--- config.mk ---
export PLATFORM = sky130hd
export DESIGN_NAME = alu_exec_ctrl_flat
export DESIGN_NICKNAME = d
export VERILOG_FILES = /design/src/rtl/alu_exec_ctrl_if.sv /design/src/rtl/alu_exec_ctrl.sv /design/src/flat_wrapper.sv
export SDC_FILE = /design/constraint.sdc
export NUM_CORES = 1
export LEC_CHECK = 0
export ABC_AREA = 1
export CAP_MARGIN = 10
export CORE_UTILIZATION = 38
export DETAILED_ROUTE_END_ITERATION = 16
export DONT_BUFFER_PORTS = 1
export PLACE_DENSITY = 0.58
export SETUP_SLACK_MARGIN = 0.5
export SLEW_MARGIN = 20
export SYNTH_ARGS = -nofsm -noshare
export SYNTH_HDL_FRONTEND = slang
export SYNTH_SLANG_ARGS = --single-unit
export TNS_END_PERCENT = 100
--- constraint.sdc ---
create_clock -name clk -period 8.2 [get_ports clk]
set_input_delay 2.05 -clock clk [delete_from_list [all_inputs] [get_ports clk]]
set_output_delay 2.05 -clock clk [all_outputs]
set_load 0.05 [all_outputs]
--- src/rtl/alu_exec_ctrl_if.sv ---
`default_nettype none
// ============================================================================
// Module   : alu_exec_ctrl_if
// Brief    : Request/response, flush and external-ALU bus of alu_exec_ctrl.
// Revision : 1.0  initial release
// ============================================================================
interface alu_exec_ctrl_if;
  logic        flush;
  logic        req_valid;
  logic        req_ready;
  logic [3:0]  req_op;
  logic [31:0] req_a;
  logic [31:0] req_b;
  logic [31:0] req_a_hi;
  logic [31:0] req_b_hi;
  logic        req_setf;
  logic        req_wide;
  logic [3:0]  alu_opcode;
  logic [31:0] alu_op1;
  logic [31:0] alu_op2;
  logic [3:0]  alu_flag_in;
  logic [31:0] alu_result;
  logic [3:0]  alu_flag_q;
  logic        rsp_valid;
  logic        rsp_ready;
  logic [31:0] rsp_lo;
  logic [31:0] rsp_hi;
  logic [3:0]  rsp_flags;
  logic        rsp_err;
  logic [3:0]  flags_q;

  // Master: requester plus the external ALU; slave: the controller.
  modport master (
    output flush, req_valid, req_op, req_a, req_b, req_a_hi, req_b_hi,
           req_setf, req_wide, alu_result, alu_flag_q, rsp_ready,
    input  req_ready, alu_opcode, alu_op1, alu_op2, alu_flag_in,
           rsp_valid, rsp_lo, rsp_hi, rsp_flags, rsp_err, flags_q
  );

  modport slave (
    input  flush, req_valid, req_op, req_a, req_b, req_a_hi, req_b_hi,
           req_setf, req_wide, alu_result, alu_flag_q, rsp_ready,
    output req_ready, alu_opcode, alu_op1, alu_op2, alu_flag_in,
           rsp_valid, rsp_lo, rsp_hi, rsp_flags, rsp_err, flags_q
  );
endinterface
`default_nettype wire

--- src/rtl/alu_exec_ctrl.sv ---
`default_nettype none
// ============================================================================
// Module   : alu_exec_ctrl
// Brief    : Sequences one or two passes through an external ALU, owns NZCV.
// Revision : 1.0  initial release
// ============================================================================
module alu_exec_ctrl #(
  parameter logic [3:0] FLAG_RST = 4'b0000
) (
  input  logic           clk,
  input  logic           rst,
  alu_exec_ctrl_if.slave bus
);

  typedef enum logic [1:0] {
    IDLE  = 2'd0,
    EXEC  = 2'd1,
    EXEC2 = 2'd2,
    RESP  = 2'd3
  } state_t;

  localparam logic [3:0] OP_ADD = 4'h0;
  localparam logic [3:0] OP_ADC = 4'h1;
  localparam logic [3:0] OP_CLR = 4'hB;
  localparam logic [3:0] OP_MVN = 4'hC;

  state_t      state_q;
  logic [3:0]  op_q;
  logic [31:0] a_q;
  logic [31:0] b_q;
  logic [31:0] a_hi_q;
  logic [31:0] b_hi_q;
  logic        setf_q;
  logic        wide_q;
  logic [31:0] rsp_lo_q;
  logic [31:0] rsp_hi_q;
  logic [3:0]  rsp_flags_q;
  logic        rsp_valid_q;
  logic        rsp_err_q;
  logic [3:0]  flags_q;

  logic        accept;
  logic        op_legal;
  logic [3:0]  wide_flags_d;

  assign bus.req_ready = (state_q == IDLE) && !bus.flush;
  assign accept        = bus.req_valid && bus.req_ready;
  assign op_legal      = (bus.req_op <= OP_MVN);

  // Wide Z must span both words; N, C, V come from the high pass alone.
  assign wide_flags_d  = {bus.alu_flag_q[3],
                          rsp_flags_q[2] & bus.alu_flag_q[2],
                          bus.alu_flag_q[1:0]};

  assign bus.rsp_valid = rsp_valid_q;
  assign bus.rsp_lo    = rsp_lo_q;
  assign bus.rsp_hi    = rsp_hi_q;
  assign bus.rsp_flags = rsp_flags_q;
  assign bus.rsp_err   = rsp_err_q;
  assign bus.flags_q   = flags_q;

  always_comb begin
    bus.alu_opcode  = OP_CLR;
    bus.alu_op1     = 32'h0;
    bus.alu_op2     = 32'h0;
    bus.alu_flag_in = flags_q;
    case (state_q)
      EXEC: begin
        bus.alu_opcode = op_q;
        bus.alu_op1    = a_q;
        bus.alu_op2    = b_q;
      end
      EXEC2: begin
        // Pass-1 carry still sits in the temporary flags at this point.
        bus.alu_opcode  = OP_ADC;
        bus.alu_op1     = a_hi_q;
        bus.alu_op2     = b_hi_q;
        bus.alu_flag_in = {flags_q[3:2], rsp_flags_q[1], flags_q[0]};
      end
      default: ;
    endcase
  end

  always_ff @(posedge clk or posedge rst) begin
    if (rst) begin
      state_q     <= IDLE;
      op_q        <= 4'h0;
      a_q         <= 32'h0;
      b_q         <= 32'h0;
      a_hi_q      <= 32'h0;
      b_hi_q      <= 32'h0;
      setf_q      <= 1'b0;
      wide_q      <= 1'b0;
      rsp_lo_q    <= 32'h0;
      rsp_hi_q    <= 32'h0;
      rsp_flags_q <= 4'h0;
      rsp_valid_q <= 1'b0;
      rsp_err_q   <= 1'b0;
      flags_q     <= FLAG_RST;
    end else if (bus.flush) begin
      state_q     <= IDLE;
      rsp_valid_q <= 1'b0;
    end else begin
      case (state_q)
        IDLE: begin
          if (accept) begin
            op_q   <= bus.req_op;
            a_q    <= bus.req_a;
            b_q    <= bus.req_b;
            a_hi_q <= bus.req_a_hi;
            b_hi_q <= bus.req_b_hi;
            setf_q <= bus.req_setf;
            wide_q <= bus.req_wide && (bus.req_op == OP_ADD);
            if (op_legal) begin
              state_q   <= EXEC;
              rsp_err_q <= 1'b0;
            end else begin
              state_q     <= RESP;
              rsp_err_q   <= 1'b1;
              rsp_lo_q    <= 32'h0;
              rsp_hi_q    <= 32'h0;
              rsp_flags_q <= flags_q;
              rsp_valid_q <= 1'b1;
            end
          end
        end
        EXEC: begin
          rsp_lo_q    <= bus.alu_result;
          rsp_flags_q <= bus.alu_flag_q;
          if (wide_q) begin
            state_q <= EXEC2;
          end else begin
            rsp_hi_q    <= 32'h0;
            rsp_valid_q <= 1'b1;
            state_q     <= RESP;
          end
        end
        EXEC2: begin
          rsp_hi_q    <= bus.alu_result;
          rsp_flags_q <= wide_flags_d;
          rsp_valid_q <= 1'b1;
          state_q     <= RESP;
        end
        RESP: begin
          if (bus.rsp_ready) begin
            rsp_valid_q <= 1'b0;
            state_q     <= IDLE;
            if (setf_q && !rsp_err_q) begin
              flags_q <= rsp_flags_q;
            end
          end
        end
        default: state_q <= IDLE;
      endcase
    end
  end

endmodule
`default_nettype wire

--- src/flat_wrapper.sv ---
// flat-port wrapper written by rule: the top's interface ports become plain ports
module alu_exec_ctrl_flat 
#(
  parameter logic [3:0] FLAG_RST = 4'b0000
)
  (clk, rst, bus_flush, bus_req_valid, bus_req_op, bus_req_a, bus_req_b, bus_req_a_hi, bus_req_b_hi, bus_req_setf, bus_req_wide, bus_alu_result, bus_alu_flag_q, bus_rsp_ready, bus_req_ready, bus_alu_opcode, bus_alu_op1, bus_alu_op2, bus_alu_flag_in, bus_rsp_valid, bus_rsp_lo, bus_rsp_hi, bus_rsp_flags, bus_rsp_err, bus_flags_q);
  alu_exec_ctrl_if bus_i ();
  input  logic clk;
  input  logic rst;
  input wire logic [$bits(bus_i.flush)-1:0] bus_flush;
  input wire logic [$bits(bus_i.req_valid)-1:0] bus_req_valid;
  input wire logic [$bits(bus_i.req_op)-1:0] bus_req_op;
  input wire logic [$bits(bus_i.req_a)-1:0] bus_req_a;
  input wire logic [$bits(bus_i.req_b)-1:0] bus_req_b;
  input wire logic [$bits(bus_i.req_a_hi)-1:0] bus_req_a_hi;
  input wire logic [$bits(bus_i.req_b_hi)-1:0] bus_req_b_hi;
  input wire logic [$bits(bus_i.req_setf)-1:0] bus_req_setf;
  input wire logic [$bits(bus_i.req_wide)-1:0] bus_req_wide;
  input wire logic [$bits(bus_i.alu_result)-1:0] bus_alu_result;
  input wire logic [$bits(bus_i.alu_flag_q)-1:0] bus_alu_flag_q;
  input wire logic [$bits(bus_i.rsp_ready)-1:0] bus_rsp_ready;
  output wire logic [$bits(bus_i.req_ready)-1:0] bus_req_ready;
  output wire logic [$bits(bus_i.alu_opcode)-1:0] bus_alu_opcode;
  output wire logic [$bits(bus_i.alu_op1)-1:0] bus_alu_op1;
  output wire logic [$bits(bus_i.alu_op2)-1:0] bus_alu_op2;
  output wire logic [$bits(bus_i.alu_flag_in)-1:0] bus_alu_flag_in;
  output wire logic [$bits(bus_i.rsp_valid)-1:0] bus_rsp_valid;
  output wire logic [$bits(bus_i.rsp_lo)-1:0] bus_rsp_lo;
  output wire logic [$bits(bus_i.rsp_hi)-1:0] bus_rsp_hi;
  output wire logic [$bits(bus_i.rsp_flags)-1:0] bus_rsp_flags;
  output wire logic [$bits(bus_i.rsp_err)-1:0] bus_rsp_err;
  output wire logic [$bits(bus_i.flags_q)-1:0] bus_flags_q;
  assign bus_i.flush = bus_flush;
  assign bus_i.req_valid = bus_req_valid;
  assign bus_i.req_op = bus_req_op;
  assign bus_i.req_a = bus_req_a;
  assign bus_i.req_b = bus_req_b;
  assign bus_i.req_a_hi = bus_req_a_hi;
  assign bus_i.req_b_hi = bus_req_b_hi;
  assign bus_i.req_setf = bus_req_setf;
  assign bus_i.req_wide = bus_req_wide;
  assign bus_i.alu_result = bus_alu_result;
  assign bus_i.alu_flag_q = bus_alu_flag_q;
  assign bus_i.rsp_ready = bus_rsp_ready;
  assign bus_req_ready = bus_i.req_ready;
  assign bus_alu_opcode = bus_i.alu_opcode;
  assign bus_alu_op1 = bus_i.alu_op1;
  assign bus_alu_op2 = bus_i.alu_op2;
  assign bus_alu_flag_in = bus_i.alu_flag_in;
  assign bus_rsp_valid = bus_i.rsp_valid;
  assign bus_rsp_lo = bus_i.rsp_lo;
  assign bus_rsp_hi = bus_i.rsp_hi;
  assign bus_rsp_flags = bus_i.rsp_flags;
  assign bus_rsp_err = bus_i.rsp_err;
  assign bus_flags_q = bus_i.flags_q;
  alu_exec_ctrl #(.FLAG_RST(FLAG_RST)) u_core (.clk(clk), .rst(rst), .bus(bus_i));
endmodule
# [Word level (Yosys, flattened, before mapping)]
# Index checks and enable logic that the tools add are counted.
[classes] mux=25 n_lt_le_gt_ge=1 addsub=0 n_bitwise=2 n_reduce_logical=17 multipliers=0 div_mod_pow=0 n_eq_ne=10 shifts=0
[ops] operator="32-bit one-hot mux with 2 select lines" n=3
[ops] operator="32-bit two-way mux" n=3
[ops] operator="32-bit one-hot mux with 3 select lines" n=1
[ops] operator="4-bit AND reduction" n=4
[ops] operator="4-bit one-hot mux with 3 select lines" n=1
[ops] operator="2-bit two-way mux" n=5
[ops] operator="3-bit inequality test (second input constant)" n=3
[ops] operator="4-bit two-way mux" n=2
[ops] operator="2-bit one-hot mux with 4 select lines" n=1
[ops] operator="4-bit one-hot mux with 2 select lines" n=1
[ops] operator="1-bit two-way mux" n=7
[ops] operator="5-bit AND reduction" n=1
[ops] operator="2-bit equality test (second input constant)" n=2
[ops] operator="4-bit less-or-equal comparator (second input constant)" n=1
[ops] operator="1-bit logical AND" n=4
[ops] operator="4-bit logical NOT" n=1
[ops] operator="2-bit inequality test (second input constant)" n=2
[ops] operator="1-bit one-hot mux with 4 select lines" n=1
[ops] operator="3-bit by 2-bit inequality test with 1-bit output (second input constant)" n=1
[ops] operator="3-bit AND reduction" n=1
[ops] operator="3-bit nonzero test" n=1
[ops] operator="2-bit by 1-bit equality test with 1-bit output (second input constant)" n=1
[ops] operator="1-bit logical NOT" n=2
[ops] operator="2-bit logical NOT" n=1
[ops] operator="other kinds (5)" n=5
[totals] rom_bits=0 latchBits=0 memories=0 regBits=210 ram_bits=0 elab_cells=69

# [Depth between registers and ports, before layout]
# Gate-level depths: netlist (run 1).
[depth] ltp_word=6 mapped_depth=10

# [Worst setup path before layout (run 1)]
# OpenSTA, ideal clock, no wires.
[synth_timing] path_type="in2out" startpoint="input port bus_flush" endpoint="output port bus_req_ready" path_stages=1 path_slack_ns=3.794 path_buffers=0 arrival_time_ns=2.356 cell_sequence="nor2_4"
[synth_between] elab_chain_cells=2
[synth_rtl] element="start, declared" line_no="flat_wrapper.sv:10" text="input wire logic [$bits(bus_i.flush)-1:0] bus_flush;"
[synth_rtl] element="1-bit logical NOT" line_no="alu_exec_ctrl.sv:46" text="assign bus.req_ready = (state_q == IDLE) && !bus.flush;"
[synth_rtl] element="1-bit logical AND" line_no="alu_exec_ctrl.sv:46"
[synth_rtl] element="end, declared" line_no="flat_wrapper.sv:22" text="output wire logic [$bits(bus_i.req_ready)-1:0] bus_req_ready;"
# No other way between the ends.

# [Final worst setup path (run 1)]
[layout_timing] startpoint="register u_core.state_q[1]" endpoint="output port bus_alu_op2[8]"
[layout_between] elab_chain_cells=2 elab_cells_between_ends=3 classes_between="eq/ne (2); mux (1)"
[layout_rtl] element="start, declared" line_no="alu_exec_ctrl.sv:27" text="state_t state_q;"
[layout_rtl] element="start signal, assigned" line_no="alu_exec_ctrl.sv:86" text="state_q <= IDLE;"
[layout_rtl] element="start signal, assigned" line_no="alu_exec_ctrl.sv:101" text="state_q <= IDLE;"
[layout_rtl] element="start signal, assigned" line_no="alu_exec_ctrl.sv:115" text="state_q <= EXEC;"
[layout_rtl] element="2-bit equality test or 2-bit by 1-bit equality test with 1-bit output (tied branches)" line_no="alu_exec_ctrl.sv:67" text="case (state_q)"
[layout_rtl] element="32-bit one-hot mux with 2 select lines *" line_no="alu_exec_ctrl.sv:67"
[layout_rtl] element="end, declared" line_no="flat_wrapper.sv:25" text="output wire logic [$bits(bus_i.alu_op2)-1:0] bus_alu_op2;"
# Mark *: on every way between the ends. The rest lies on a longest branch, timed or not.

==> summary.md, run 1 <==
| Metric | Value |
|---|---|
| GRT Overall Usage | 20.8% |
| Crit path capture | bus_alu_op2[8] |
| Root Driver | clkbuf_16 |
| DR top layer | met4 |
| Top-count cell post-synth | nand2_1 |
| Total Power | 0.00520 W |
| Crit. End Element | primary output |
| CP Max Fanout | 95 |
| Outcome | completed |
| Number of H-tree levels | 1 |
| Netlist cell types | 22 |
| Worst reg-to-reg setup slack | 4710 ps |
| RR Startpoint | u_core.state_q[0] |
| Die H | 160 um |
| Overall routed net length | 26,900 um |
| Buffers on Ports | 0 |
| Final min period | 5780 ps |
| Ys async rst share | 100% |
| Postcts setup bufs | 0 |
| Sequential share of the synthesized area | 55.1% |
| Area delta synth->final | 10.3% |
| Clock Path Buffers | 3 |
| Met3 wire length | 2570 um |
| Synth Area per Inst | 7.91 um^2 |
| Synth area leaders | dfrtp_1 55%, nand2_1 21%, nand3_1 5.0%, nand4_1 4.3%, o21ai_0 4.0% |
| Clk network pwr share | 20.4% |
| CTS Buf Count | 24 |
| # IOs | 322 |
| Vias | 7,785 |
| Met2 WL | 12,500 um |
| Die width | 160 um |
| Final Hold Viols | 0 |
| Max_cap viols | 0 |
| Clock Skews | 7.05 ps |
| DR pass1 iterations | 5 |
| HP Class | reg -> reg |
| Vias in the first global route | 7,721 |
| Worst Path Required | 6150 ps |
| Worst Tran Pin Value | 1110 ps |
| Synthesis-stage register bit count | 210 |
| CTS tree | done |
| Hold Crit Depth | 2 |
| Via density | 5.16 |
| Worst-path clk slew | 70 ps |
| Mapped Nets | 1,386 |
| Startpoint Class | flip-flop |
| Ys flop type | dfrtp_1 |
| Slew headroom | 26.8% |
| Seq pwr share | 44.0% |
| Total grt overflow | 0 |
| RePlAce Congestion | 0.868 |
| Switching power | 0.00269 W |
| CP startpoint | u_core.state_q[1] |
| Max IR drop VDD | 0.255 mV |
| Power per cell area | 494 mW/mm^2 |
| Resize count post-CTS | 0 |
| Layout cells sized above 1 | 5.91% |
| # rows | 57 |
| R2R depth | 8 |
| Period utilization | 70.4% |
| Synth top area share | 55.1% |
| Final setup fails | 0 |
| # hold bufs at CTS | 0 |
| Initial antenna violation count | 0 |
| YS warnings | 0 |
| Arrival @ worst endpoint | 3730 ps |
| Gate count after technology mapping | 1,207 |
| Initial DRC Count | 496 |
| Initial Util | 39.0% |
| Cell accounting for the most synthesized area | dfrtp_1 |
| Max-slew violations | 0 |
| Die ar. | 0.0258 mm^2 |
| Peak Freq | 0.173 GHz |
| # DRC | 0 |
| Logic pwr share | 35.6% |
| ANT cells | 0 |
| Post-Route M1 WL | 10,900 um |
| First-pass GRT wire length | 43,000 um |
| Sw Ratio | 51.7% |
| WL per Instance | 17.8 um |
| CORE AREA | 0.0245 mm^2 |
| Routed Antenna Nets | 0 |
| Final setup TNS | 0 ps |
| Clk_lat worst skew | 520 ps |
| Count of flip-flops with a built-in enable after synthesis | 0 |
| Synth top cells by count | 539 x nand2_1, 210 x dfrtp_1, 96 x nand3_1 |
| Fill cell count | 2,520 |
| HPWL after DPL | 17,600 um |
| Cell area after synthesis | 0.00954 mm^2 |
| Internal power | 0.00251 W |
| Fin nets | 1,345 |
| Setup Crit Path Kind | reg -> out |
| P_leak | 5.65 nW |
| Reg-to-Reg End | u_core.b_q[20] |
| Largest net degree at the start of global routing | 96 |
| RSZ-0062 raised after global routing | false |
| Clk sink count | 210 |
[per-layer routing]
| layer | track usage (%) | up-vias |
|---|---|---|
| met5 | 0 | - |
| met4 | 7.32 | 0 |
| met3 | 6.74 | 55 |
| met2 | 33.3 | 319 |
| met1 | 26.4 | 3675 |
| li1 | - | 3736 |
[cell type report]
cell class	count	area (um^2)	area share, %
Sequential cell	210	5260	49.9
Timing Repair Buffer	19	143	1.35
Clock inverter	9	83.8	0.796
Inverter	96	367	3.48
Tap cell	324	405	3.85
Multi-Input combinational cell	815	3580	34.0
Clock buffer	35	693	6.58
[placed cells by master, fill, tap and decap left out, types with 2 or more instances in the layout]
master | Yosys | final
nor2_1 | 10 | 9
dfrtp_1 | 210 | 210
clkbuf_8 | 0 | 3
clkbuf_16 | 0 | 25
ha_4 | 0 | 2
o21ai_0 | 77 | 61
inv_1 | 93 | 92
clkinvlp_4 | 0 | 5
inv_2 | 3 | 2
nand2_1 | 539 | 538
a21oi_1 | 6 | 6
nand4_1 | 65 | 65
o22ai_1 | 11 | 11
nand3_1 | 96 | 96
o21ai_1 | 0 | 16
buf_4 | 12 | 19
clkbuf_1 | 48 | 7
clkinv_2 | 0 | 3
[cells by family after synthesis]
group / after synthesis / synth area share, %
buffers and inverters: 182 / 7.88
AND/OR/NAND/NOR: 714 / 31.2
adder cells (fa/ha/maj): 4 / 0.524
AO/OA/AOI/OAI: 97 / 5.34
flip-flops: 210 / 55.1
[worst max-delay path, stage by stage (launching register included)]
cell and delay (ps):
dfrtp_1 450, inv_1 120, ha_4 890, nand2_2 660, o22ai_1 1060
[power groups by stage]
stage                     clock, W  sequential (W)  combinational [W]
after floorplan                  0         0.00221            0.00153
after global placement           0         0.00229            0.00185
after detailed placement         0         0.00230            0.00187
after CTS                  0.00109         0.00229            0.00188
after global routing       0.00112         0.00235            0.00206
final                      0.00106         0.00229            0.00185
[registers in the layout (all words and copies together) (netlist names), 2 cells and up]
register,count
u_core.a_hi_q,32
u_core.a_q,32
u_core.b_hi_q,32
u_core.b_q,32
u_core.bus.flags_q,4
u_core.bus.rsp_flags,4
u_core.bus.rsp_hi,32
u_core.bus.rsp_lo,32
u_core.op_q,4
u_core.state_q,2
[per-stage QoR]
step           utilization, %  cell area, um^2  hold WS [ps]  setup slack (ps)  cells
2_1_floorplan               -             9550           449              3420   1207
3_3_place_gp             39.8             9750           462              2590   1464
3_5_place_dp             39.8             9750           465              2530   1464
4_1_cts                  43.0            10500           481              1940   1508
5_1_grt                  43.0            10500           490              2180   1508
6_report                 43.0            10500           477              2420   1508
[worst min path at each step]
stage	start	to	slack, ps
3_5_place_dp	u_core.b_hi_q[23]	u_core.b_hi_q[23]	470
5_1_grt	u_core.a_q[1]	u_core.a_q[1]	490
4_1_cts	u_core.b_hi_q[23]	u_core.b_hi_q[23]	480
3_3_place_gp	u_core.a_q[1]	u_core.a_q[1]	460
6_report	u_core.a_q[10]	u_core.a_q[10]	480
2_1_floorplan	u_core.a_hi_q[0]	u_core.a_hi_q[0]	450
(Power assumes the default switching activity.)
==> run 2: changes to the inputs <==
==> constraint.sdc (replaced) <==
create_clock -name clk -period 5.3 [get_ports clk]
set_input_delay 1.325 -clock clk [delete_from_list [all_inputs] [get_ports clk]]
set_output_delay 1.325 -clock clk [all_outputs]
set_load 0.05 [all_outputs]
==> summary.md, run 2 (synthesized netlist as in run 1, its figures left out) <==
| Metric | Value |
|---|---|
| Outcome | completed |
| First-pass GRT wire length | 43,600 um |
| HPWL after DPL | 17,700 um |
| Postcts setup bufs | 0 |
| Layout cells sized above 1 | 8.35% |
| Peak Freq | 0.238 GHz |
| Initial Util | 39.0% |
| Via density | 5.09 |
| Startpoint Class | flip-flop |
| Initial antenna violation count | 1 |
| Worst-path clk slew | 60 ps |
| Die width | 160 um |
| R2R depth | 9 |
| # rows | 57 |
| Post-route design area | 0.0108 mm^2 |
| Overall routed net length | 27,400 um |
| Crit. End Element | primary output |
| Max IR drop VDD | 0.319 mV |
| GRT Overall Usage | 21.2% |
| RSZ-0062 raised after global routing | false |
| RePlAce Congestion | 0.827 |
| Root Driver | clkbuf_16 |
| Fill cell count | 2,441 |
| CP startpoint | u_core.state_q[1] |
| HP Start | u_core.a_hi_q[26] |
| Max-slew violations | 0 |
| Hold Crit Depth | 2 |
| Largest net degree at the start of global routing | 119 |
| Clk sink count | 210 |
| Number of H-tree levels | 1 |
| # DRC | 0 |
| WL per Instance | 17.9 um |
| Vias in the first global route | 7,770 |
| # hold bufs at CTS | 0 |
| Final Hold Viols | 0 |
| DR pass1 iterations | 5 |
| Initial DRC Count | 542 |
| Total grt overflow | 0 |
| Area delta synth->final | 13.5% |
| Die H | 160 um |
| Period utilization | 79.4% |
| Max_cap viols | 0 |
| Final min period | 4210 ps |
| Arrival @ worst endpoint | 2880 ps |
| # IOs | 322 |
| HP Class | reg -> reg |
| CORE AREA | 0.0245 mm^2 |
| Power per cell area | 767 mW/mm^2 |
| Slew headroom | 28.1% |
| Routed Antenna Nets | 0 |
| Final setup fails | 0 |
| Clk_lat worst skew | 510 ps |
| ANT cells | 0 |
| Fin nets | 1,372 |
| Most common cell after layout, fill and taps aside | nand2_1 |
| Die ar. | 0.0258 mm^2 |
| CTS tree | done |
| Vias | 7,806 |
| Placement-stage cell area | 0.00997 mm^2 |
| Final setup TNS | 0 ps |
| CP Max Fanout | 67 |
| P_leak | 5.85 nW |
| Multi-input gate area | 0.00358 mm^2 |
| Clock Skews | 5.44 ps |
| CTS Buf Count | 25 |
| Reg area | 0.00526 mm^2 |
| Worst Tran Pin Value | 1070 ps |
| RR Startpoint | u_core.state_q[0] |
| Buffers on Ports | 0 |
| Worst Path Required | 3970 ps |
| Clock Path Buffers | 3 |
| Resize count post-CTS | 0 |
| Most frequent cells in the layout | 538 x nand2_1, 210 x dfrtp_1, 96 x nand3_1, 92 x inv_1, 65 x nand4_1 |
| Setup Crit Path Kind | reg -> out |
==> run 2: cell type report <==
cell class	count	area share (%)
inverter	96	3.39
clock inverter	10	1.22
sequential	210	48.5
clock buffer	33	6.70
multi-input combinational	815	33.1
timing repair buffer	45	3.35
tap	324	3.74
==> run 2: worst max-delay path, stage by stage (launching register included) <==
cell and delay, ps:
dfrtp_1 450, inv_1 120, ha_4 750, buf_4 410, nand3_1 140, nand2_1 450
==> run 2: routing by layer <==
layer | global-route usage (%) | routed length, um | up-vias | part of all wire, %
li1 | - | - | 3801 | -
met1 | 26.9 | 11200 | 3630 | 41
met2 | 34.3 | 12700 | 325 | 46
met3 | 6.92 | 2680 | 48 | 9.8
met4 | 6.32 | 838 | 2 | 3.1
met5 | 0 | 13 | - | 0.047
==> run 2: through the flow <==
stage,power (W),std cells,setup slack (ps),util (%),hold WS (ps)
after floorplan,0.00578,1207,1250,-,449
after global placement,0.00652,1490,1490,40.7,462
after detailed placement,0.00656,1490,1430,40.8,466
after CTS,0.00839,1533,1050,44.3,482
after global routing,0.00882,1533,934,44.3,495
final,0.00831,1533,1090,44.3,477
==> run 2: worst paths after layout <==
check | end | slack (ps)
setup / recovery | bus_alu_op1[21] | 1090
hold / removal | u_core.a_hi_q[26] | 480
setup reg to reg | u_core.b_q[7] | 1900
hold reg to reg | u_core.a_hi_q[26] | 480
max in group asynchronous | u_core.a_q[19] | 3620
min in group asynchronous | u_core.bus.rsp_hi[26] | 680
==> run 2: power by group <==
group / internal (W) / switching (W)
registers: 0.00232 / 0.00122
clock network: 0.00110 / 0.000694
logic: 0.000698 / 0.00227
total: 0.00412 / 0.00419
